===== src/rtl/counter_ctrl_pkg.sv =====
// Shared types and constants for the counter run controller.
// No logic; consumed by counter_ctrl and counter_core.
// No flow control.
package counter_ctrl_pkg;

    localparam int CNT_W_DEF      = 7;
    localparam int PRESCALE_W_DEF = 4;

    localparam logic MODE_ONESHOT  = 1'b0;
    localparam logic MODE_PERIODIC = 1'b1;

    typedef enum logic [1:0] {
        IDLE = 2'd0,
        RUN  = 2'd1,
        HOLD = 2'd2,
        DONE = 2'd3
    } state_t;

endpackage


===== src/rtl/counter_ctrl_core.sv =====
// Up-counter with clear, enable, terminal value and wrap/saturate select.
// Latency: count updates one cycle after enable; at_term is combinational from the count.
// No backpressure; enable is a plain qualifier.
import counter_ctrl_pkg::*;

module counter_core #(
    parameter int CNT_W = CNT_W_DEF
) (
    input  logic             clk,
    input  logic             reset,
    input  logic             clr,
    input  logic             en,
    input  logic [CNT_W-1:0] term,
    input  logic             wrap,
    output logic [CNT_W-1:0] cnt,
    output logic             at_term
);

    assign at_term = (cnt == term);

    // Count up to term, then either wrap to zero or saturate at term.
    always_ff @(posedge clk) begin
        if (reset || clr) begin
            cnt <= '0;
        end else if (en) begin
            if (!at_term) begin
                cnt <= cnt + CNT_W'(1);
            end else if (wrap) begin
                cnt <= '0;
            end
        end
    end

endmodule


===== src/rtl/counter_ctrl.sv =====
// Run controller (IDLE/RUN/HOLD/DONE) for a one-shot or periodic up-counter; optional prescaler under COUNTER_CTRL_PRESCALE_EN.
// Latency: start at edge N gives RUN with o_cnt=0 from N+1; o_tc is decoded combinationally in the terminal tick cycle.
// No backpressure; i_hold freezes the count, i_stop/i_start preempt everything except reset.
import counter_ctrl_pkg::*;

module counter_ctrl #(
`ifdef COUNTER_CTRL_PRESCALE_EN
    parameter int PRESCALE_W = PRESCALE_W_DEF,
`endif
    parameter int CNT_W = CNT_W_DEF
) (
    input  logic                  clk,
    input  logic                  reset,
    input  logic                  i_start,
    input  logic                  i_stop,
    input  logic                  i_hold,
    input  logic                  i_mode,
    input  logic [CNT_W-1:0]      i_limit,
`ifdef COUNTER_CTRL_PRESCALE_EN
    input  logic [PRESCALE_W-1:0] i_div,
`endif
    output logic [CNT_W-1:0]      o_cnt,
    output logic                  o_busy,
    output logic                  o_tc,
    output logic                  o_done
);

    state_t           state;
    logic [CNT_W-1:0] lim_m1;
    logic             mode_q;
    logic             tick;
    logic             at_term;
    logic             start_eff;
    logic             core_en;

    // A zero limit is not a legal run length, so such a start is dropped.
    assign start_eff = i_start && (i_limit != '0);

`ifdef COUNTER_CTRL_PRESCALE_EN
    logic [PRESCALE_W-1:0] pre_cnt;

    assign tick = (pre_cnt == i_div);

    // Prescaler runs only while counting; any (re)entry to RUN starts a fresh period.
    always_ff @(posedge clk) begin
        if (reset || i_stop || start_eff || (state != RUN) || i_hold) begin
            pre_cnt <= '0;
        end else if (tick) begin
            pre_cnt <= '0;
        end else begin
            pre_cnt <= pre_cnt + PRESCALE_W'(1);
        end
    end
`else
    assign tick = 1'b1;
`endif

    assign core_en = (state == RUN) && tick && !i_hold && !i_stop && !start_eff;

    assign o_tc = (state == RUN) && tick && at_term && !i_hold && !i_stop && !i_start;

    counter_core #(
        .CNT_W (CNT_W)
    ) u_core (
        .clk     (clk),
        .reset   (reset),
        .clr     (i_stop || start_eff),
        .en      (core_en),
        .term    (lim_m1),
        .wrap    (mode_q == MODE_PERIODIC),
        .cnt     (o_cnt),
        .at_term (at_term)
    );

    // Run-control FSM: latches limit/mode on start and keeps busy/done registered.
    always_ff @(posedge clk) begin
        if (reset) begin
            state  <= IDLE;
            o_busy <= 1'b0;
            o_done <= 1'b0;
            lim_m1 <= '0;
            mode_q <= MODE_ONESHOT;
        end else if (i_stop) begin
            state  <= IDLE;
            o_busy <= 1'b0;
            o_done <= 1'b0;
        end else if (start_eff) begin
            state  <= RUN;
            o_busy <= 1'b1;
            o_done <= 1'b0;
            lim_m1 <= i_limit - CNT_W'(1);
            mode_q <= i_mode;
        end else begin
            case (state)
                RUN: begin
                    if (i_hold) begin
                        state <= HOLD;
                    end else if (tick && at_term && (mode_q == MODE_ONESHOT)) begin
                        state  <= DONE;
                        o_busy <= 1'b0;
                        o_done <= 1'b1;
                    end
                end
                HOLD: begin
                    if (!i_hold) begin
                        state <= RUN;
                    end
                end
                default: begin
                end
            endcase
        end
    end

endmodule


===== config.mk =====
export PLATFORM = sky130hd
export DESIGN_NAME = counter_ctrl
export DESIGN_NICKNAME = d
export VERILOG_FILES = /design/src/rtl/counter_ctrl_pkg.sv /design/src/rtl/counter_ctrl_core.sv /design/src/rtl/counter_ctrl.sv
export SDC_FILE = /design/constraint.sdc
export NUM_CORES = 1
export LEC_CHECK = 0
export ABC_AREA = 1
export ABC_CLOCK_PERIOD_IN_PS = 3700
export BUFFER_PORTS_ARGS = -buffer_cell sky130_fd_sc_hd__buf_2
export CORE_ASPECT_RATIO = 0.8
export CORE_MARGIN = 5
export CORE_UTILIZATION = 35
export CTS_CLUSTER_DIAMETER = 150
export CTS_CLUSTER_SIZE = 24
export DETAILED_ROUTE_END_ITERATION = 8
export SLEW_MARGIN = 10
export SYNTH_ARGS = -nofsm -noshare
export SYNTH_HDL_FRONTEND = slang
export SYNTH_SLANG_ARGS = --single-unit

===== constraint.sdc =====
create_clock -name clk -period 3.7 [get_ports clk]
set_input_delay 0.74 -clock clk [delete_from_list [all_inputs] [get_ports clk]]
set_output_delay 0.74 -clock clk [all_outputs]
set_load 0.005 [all_outputs]

Word level (Yosys, flattened, before mapping)
Index checks and enable logic that the tools add are counted.
- register bits: 19
- word-level logic and storage cells: 60
- bitwise operators: 3
- equality and inequality tests: 9
- add/subtract/negate cells: 2
- mux-type cells: 11
- reduce and logical (&&, ||, !) cells: 28
- operators with widths (kind ; count):
    7-bit 2-to-1 mux ; 2
    3-bit AND reduction ; 4
    1-bit logical AND ; 9
    7-bit by 1-bit adder with 7-bit output, second input constant ; 1
    7-bit equality test ; 1
    7-bit nonzero test ; 1
    7-bit by 1-bit subtractor with 7-bit output, second input constant ; 1
    2-bit 2-to-1 mux ; 3
    2-bit nonzero test ; 3
    1-bit 2-to-1 mux ; 5
    1-bit logical NOT ; 4
    2-bit inequality test, second input constant ; 2
    4-bit by 3-bit inequality test with 1-bit output, second input constant ; 1
    2-bit one-hot mux with 2 select lines ; 1
    2-bit AND reduction ; 2
    3-bit by 2-bit inequality test with 1-bit output, second input constant ; 1
    3-bit inequality test, second input constant ; 1
    1-bit NOT ; 3
    3-bit nonzero test ; 1
    3-bit OR reduction ; 1
    2-bit by 1-bit equality test with 1-bit output, second input constant ; 1
    2-bit equality test, second input constant ; 1
    1-bit logical OR ; 2
    2-bit by 1-bit inequality test with 1-bit output, second input constant ; 1
    2-bit OR reduction ; 1

Longest topological paths before layout
- depth after elaboration: 6
- gate-level depth with buffers: 11

By module
A second synthesis with hierarchy kept.
- cells, all modules: 204
- area, all modules: 1261.2 µm²
- by module, submodules not included (module ; area each (µm²) ; instances ; cells each ; seq. area each (µm²)):
    counter_ctrl ; 701.9 ; 1 ; 107 ; 240.2
    counter_core ; 559.3 ; 1 ; 97 ; 140.1

Least setup slack after synthesis
No wires, ideal clock.
- kind: input-to-output
- start: in i_hold
- end: out o_tc
- data required time: 2960 ps
- stages: 3
- path buffers: 0
- path slack: 1761 ps
- arrival time: 1199 ps
- cell sequence: nor3_4 > nand2_2 > nor3_1
- word-level cells in the longest chain between the ends: 4
- RTL lines (what ; RTL line ; text):
    start, declared ; counter_ctrl.sv:16 ; input logic i_hold,
    1-bit logical NOT ; n/a ;
    1-bit logical AND (3 in series) ; counter_ctrl.sv:60 ; assign o_tc = (state == RUN) && tick && at_term && !i_hold && !i_stop && !i_start;
    end, declared ; counter_ctrl.sv:24 ; output logic o_tc,
No other way between the ends.

Worst setup path after layout
- start: reg u_core.cnt[2]
- end: out o_tc
- word-level cells in the longest chain between the ends: 5
- RTL lines (what ; RTL line ; text):
    start, declared ; counter_ctrl_core.sv:15 ; output logic [CNT_W-1:0] cnt,
    start signal, assigned ; counter_ctrl_core.sv:27 ; cnt <= cnt + CNT_W'(1);
    7-bit equality test ; counter_ctrl_core.sv:19 ; assign at_term = (cnt == term);
    1-bit logical AND (4 in series) ; counter_ctrl.sv:60 ;
No other way between the ends.

==> flow_summary.yaml <==
routing:
  via_count: 1080
  dr.pass1.iters: 4
  vias_per_cell: 4.56
  wire_per_inst_um: 10.9
  final_antenna_net_count: 0
  wl_mm: 2.58
  drtIter0Drc: 33
  drc_errors: 0
setup_path:
  slowest_delay_ns: 0.44
  cp.arrival_ns: 1.66
  path_max_fanout: 8
  cp-start-kind: "register"
  cpMostUsedCell: "nand2_1"
  path_class: "register to output port"
  endpoint_kind: "output port"
  path_cells: "xnor2_1, nand2_1, nor2_4, nand2_1, nor3_1, buf_2"
  required_ns: 2.96
  cp_slowest_cell: "dfxtp_1"
clock_tree:
  clock-sinks: 19
  cts_resized: 0
  cts_hold_buf: 0
  cts_root_buffer: "clkbuf_8"
  clk_pin_slew_ns: 0.07
  tritoncts: "done"
  cts_max_path_buffers: 2
  numCtsBuffers: 3
  cts_max_level: 1
  insertion_delay_ns: 0.26
  post_cts_buffers: 0
grt:
  globalRouteOverflowTotal: 0
  grt_pass1_wl_mm: 4.59
  antenna_found_initial: 0
  grt_max_degree: 15
  grt_use_total: 0.114
  grt_pass1_vias: 1052
place:
  gp_congestion: 0.709
  dpl.hpwl_mm: 1.98
  placed_cells: 233
  place_ws_ns: 1.49
  numPortBuffers: 22
synth:
  syn_area_um2: 1230
  synth_cell_types: 27
  synth-seq-area-share: 0.308
  synth_nets: 188
  netlist_instances: 172
  syn_area_per_cell_um2: 7.18
  yosysWarningCount: 0
  ys_seq_elements: 19
die:
  rows: 19
  die_y_um: 63.1
  pin_count: 23
  die-area_um2: 4820
  core-area_um2: 3420
  floorplan.initialDensity: 0.361
  die_x_um: 76.4
job:
  max-cap-violations: 0
final_layout:
  fin_cells: 237
  fin_util: 0.413
  layout-area-overhead-vs-synth_pct: 14.5
  final_cell_mix: "39 x nand2_1, 25 x inv_1, 22 x buf_2, 19 x dfxtp_1, 14 x a21oi_1"
  drive_gt1_frac: 0.267
  final_common_cell: "nand2_1"
  fin_nets: 212
  antenna_cells: 0
  nFillCells: 385
run_status:
  status: "finished, final reports clean"
timing:
  relSlewSlack: 0.685
  worst_slack_ns: 1.30
  final_hold_viol_count: 0
  worstMarginPinSlew_ns: 0.472
  setup_violations: 0
  period_needed_ns: 2.40
  rsz0062_at_grt: "no"
  finalClockSkew_ns: 0.00454
  fmax_ghz: 0.417
  fin_crit_sh: 0.648
  finalSetupTns_ns: 0
  hold_slack_ns: 0.455
  finalMaxSlewViolations: 0
power:
  power.ir.vdd_worst_mv: 0.198
  clkPwrFrac: 0.331
  p_leak_nw: 0.621
  combPwrFrac: 0.180
  powerDensity_nw_per_um2: 313
  p_int_w: 0.000314
  seqPwrFrac: 0.489
  power.switching_w: 0.000129
  swShare: 0.291
min_path:
  holdCritPathClass: "register to register"
## routing by layer
metal,global-route usage,part of all wire,vias to the layer above
met5,0,0,-
met4,0.0240,0.0050,0
met3,0.0413,0.044,2
met2,0.185,0.44,19
met1,0.147,0.51,467
li1,-,-,592
## flip-flops by register name (all words and copies together), names as in the netlist
signal      count
mode_q          1
o_done          1
state           2
lim_m1          7
o_busy          1
u_core.cnt      7
## worst paths after layout
| kind | from | to | slack [ns] | cells after the start |
|---|---|---|---|---|
| setup / recovery | u_core.cnt[2]$_SDFFE_PP0P_ | o_tc | 1.30 | 6 |
| hold / removal | o_done$_SDFFE_PP0P_ | o_done$_SDFFE_PP0P_ | 0.46 | 2 |
| setup reg to reg | state[0]$_SDFFE_PP0P_ | u_core.cnt[0]$_SDFFE_PP0P_ | 2.20 | 7 |
| hold reg to reg | o_done$_SDFFE_PP0P_ | o_done$_SDFFE_PP0P_ | 0.46 | 2 |
## power groups by stage
stage | Sequential (W) | Clock, W | Combinational [W]
6_report | 0.000217 | 0.000147 | 0.0000798
3_5_place_dp | 0.000222 | 0 | 0.0000803
4_1_cts | 0.000217 | 0.000155 | 0.0000806
3_3_place_gp | 0.000222 | 0 | 0.0000797
5_1_grt | 0.000218 | 0.000166 | 0.0000896
2_1_floorplan | 0.000220 | 0 | 0.0000626
## kinds of logic after synthesis
logic type,after synthesis,share of synthesized area
AOI/OAI and AO/OA,26,0.120
xor gates and xnor gates,10,0.0709
DFF,19,0.308
buffers and inverters,33,0.116
adders and majority gates,3,0.0304
and+or+nand+nor,81,0.356
## cell usage after synthesis, drive strengths merged
cell / number / share of area
nand3: 15 / 0.099
o211ai: 1 / 0.0061
buf: 3 / 0.024
and3: 1 / 0.0051
ha: 3 / 0.030
xor2: 3 / 0.021
a21oi: 16 / 0.077
inv: 30 / 0.091
xnor2: 7 / 0.050
nor2: 17 / 0.076
o21ai: 9 / 0.036
nand4: 3 / 0.020
nand2: 42 / 0.13
dfxtp: 19 / 0.31
nor3: 3 / 0.021
## per-stage QoR
stage	total power (W)	area [um2]
2_1_floorplan	0.000283	1230
3_3_place_gp	0.000301	1370
3_5_place_dp	0.000302	1370
4_1_cts	0.000452	1410
5_1_grt	0.000473	1410
6_report	0.000443	1410
## worst max-delay path: cells and delay by family (launching register included)
kind	cells	cell delay (ns)
AND/OR/NAND/NOR	4	0.67
buffers and inverters	1	0.14
XOR/XNOR	1	0.15
flip-flops	1	0.44
## area by class of cell
class	instances	area, um2	share of cell area
multi-input combinational	120	712	0.504
sequential	19	380	0.269
inverter	30	113	0.0796
timing repair buffer	22	110	0.0779
tap	42	52.6	0.0372
clock buffer	3	41.3	0.0292
clock inverter	1	5.00	0.00354
Note: power is estimated with default switching activity, not from simulation.
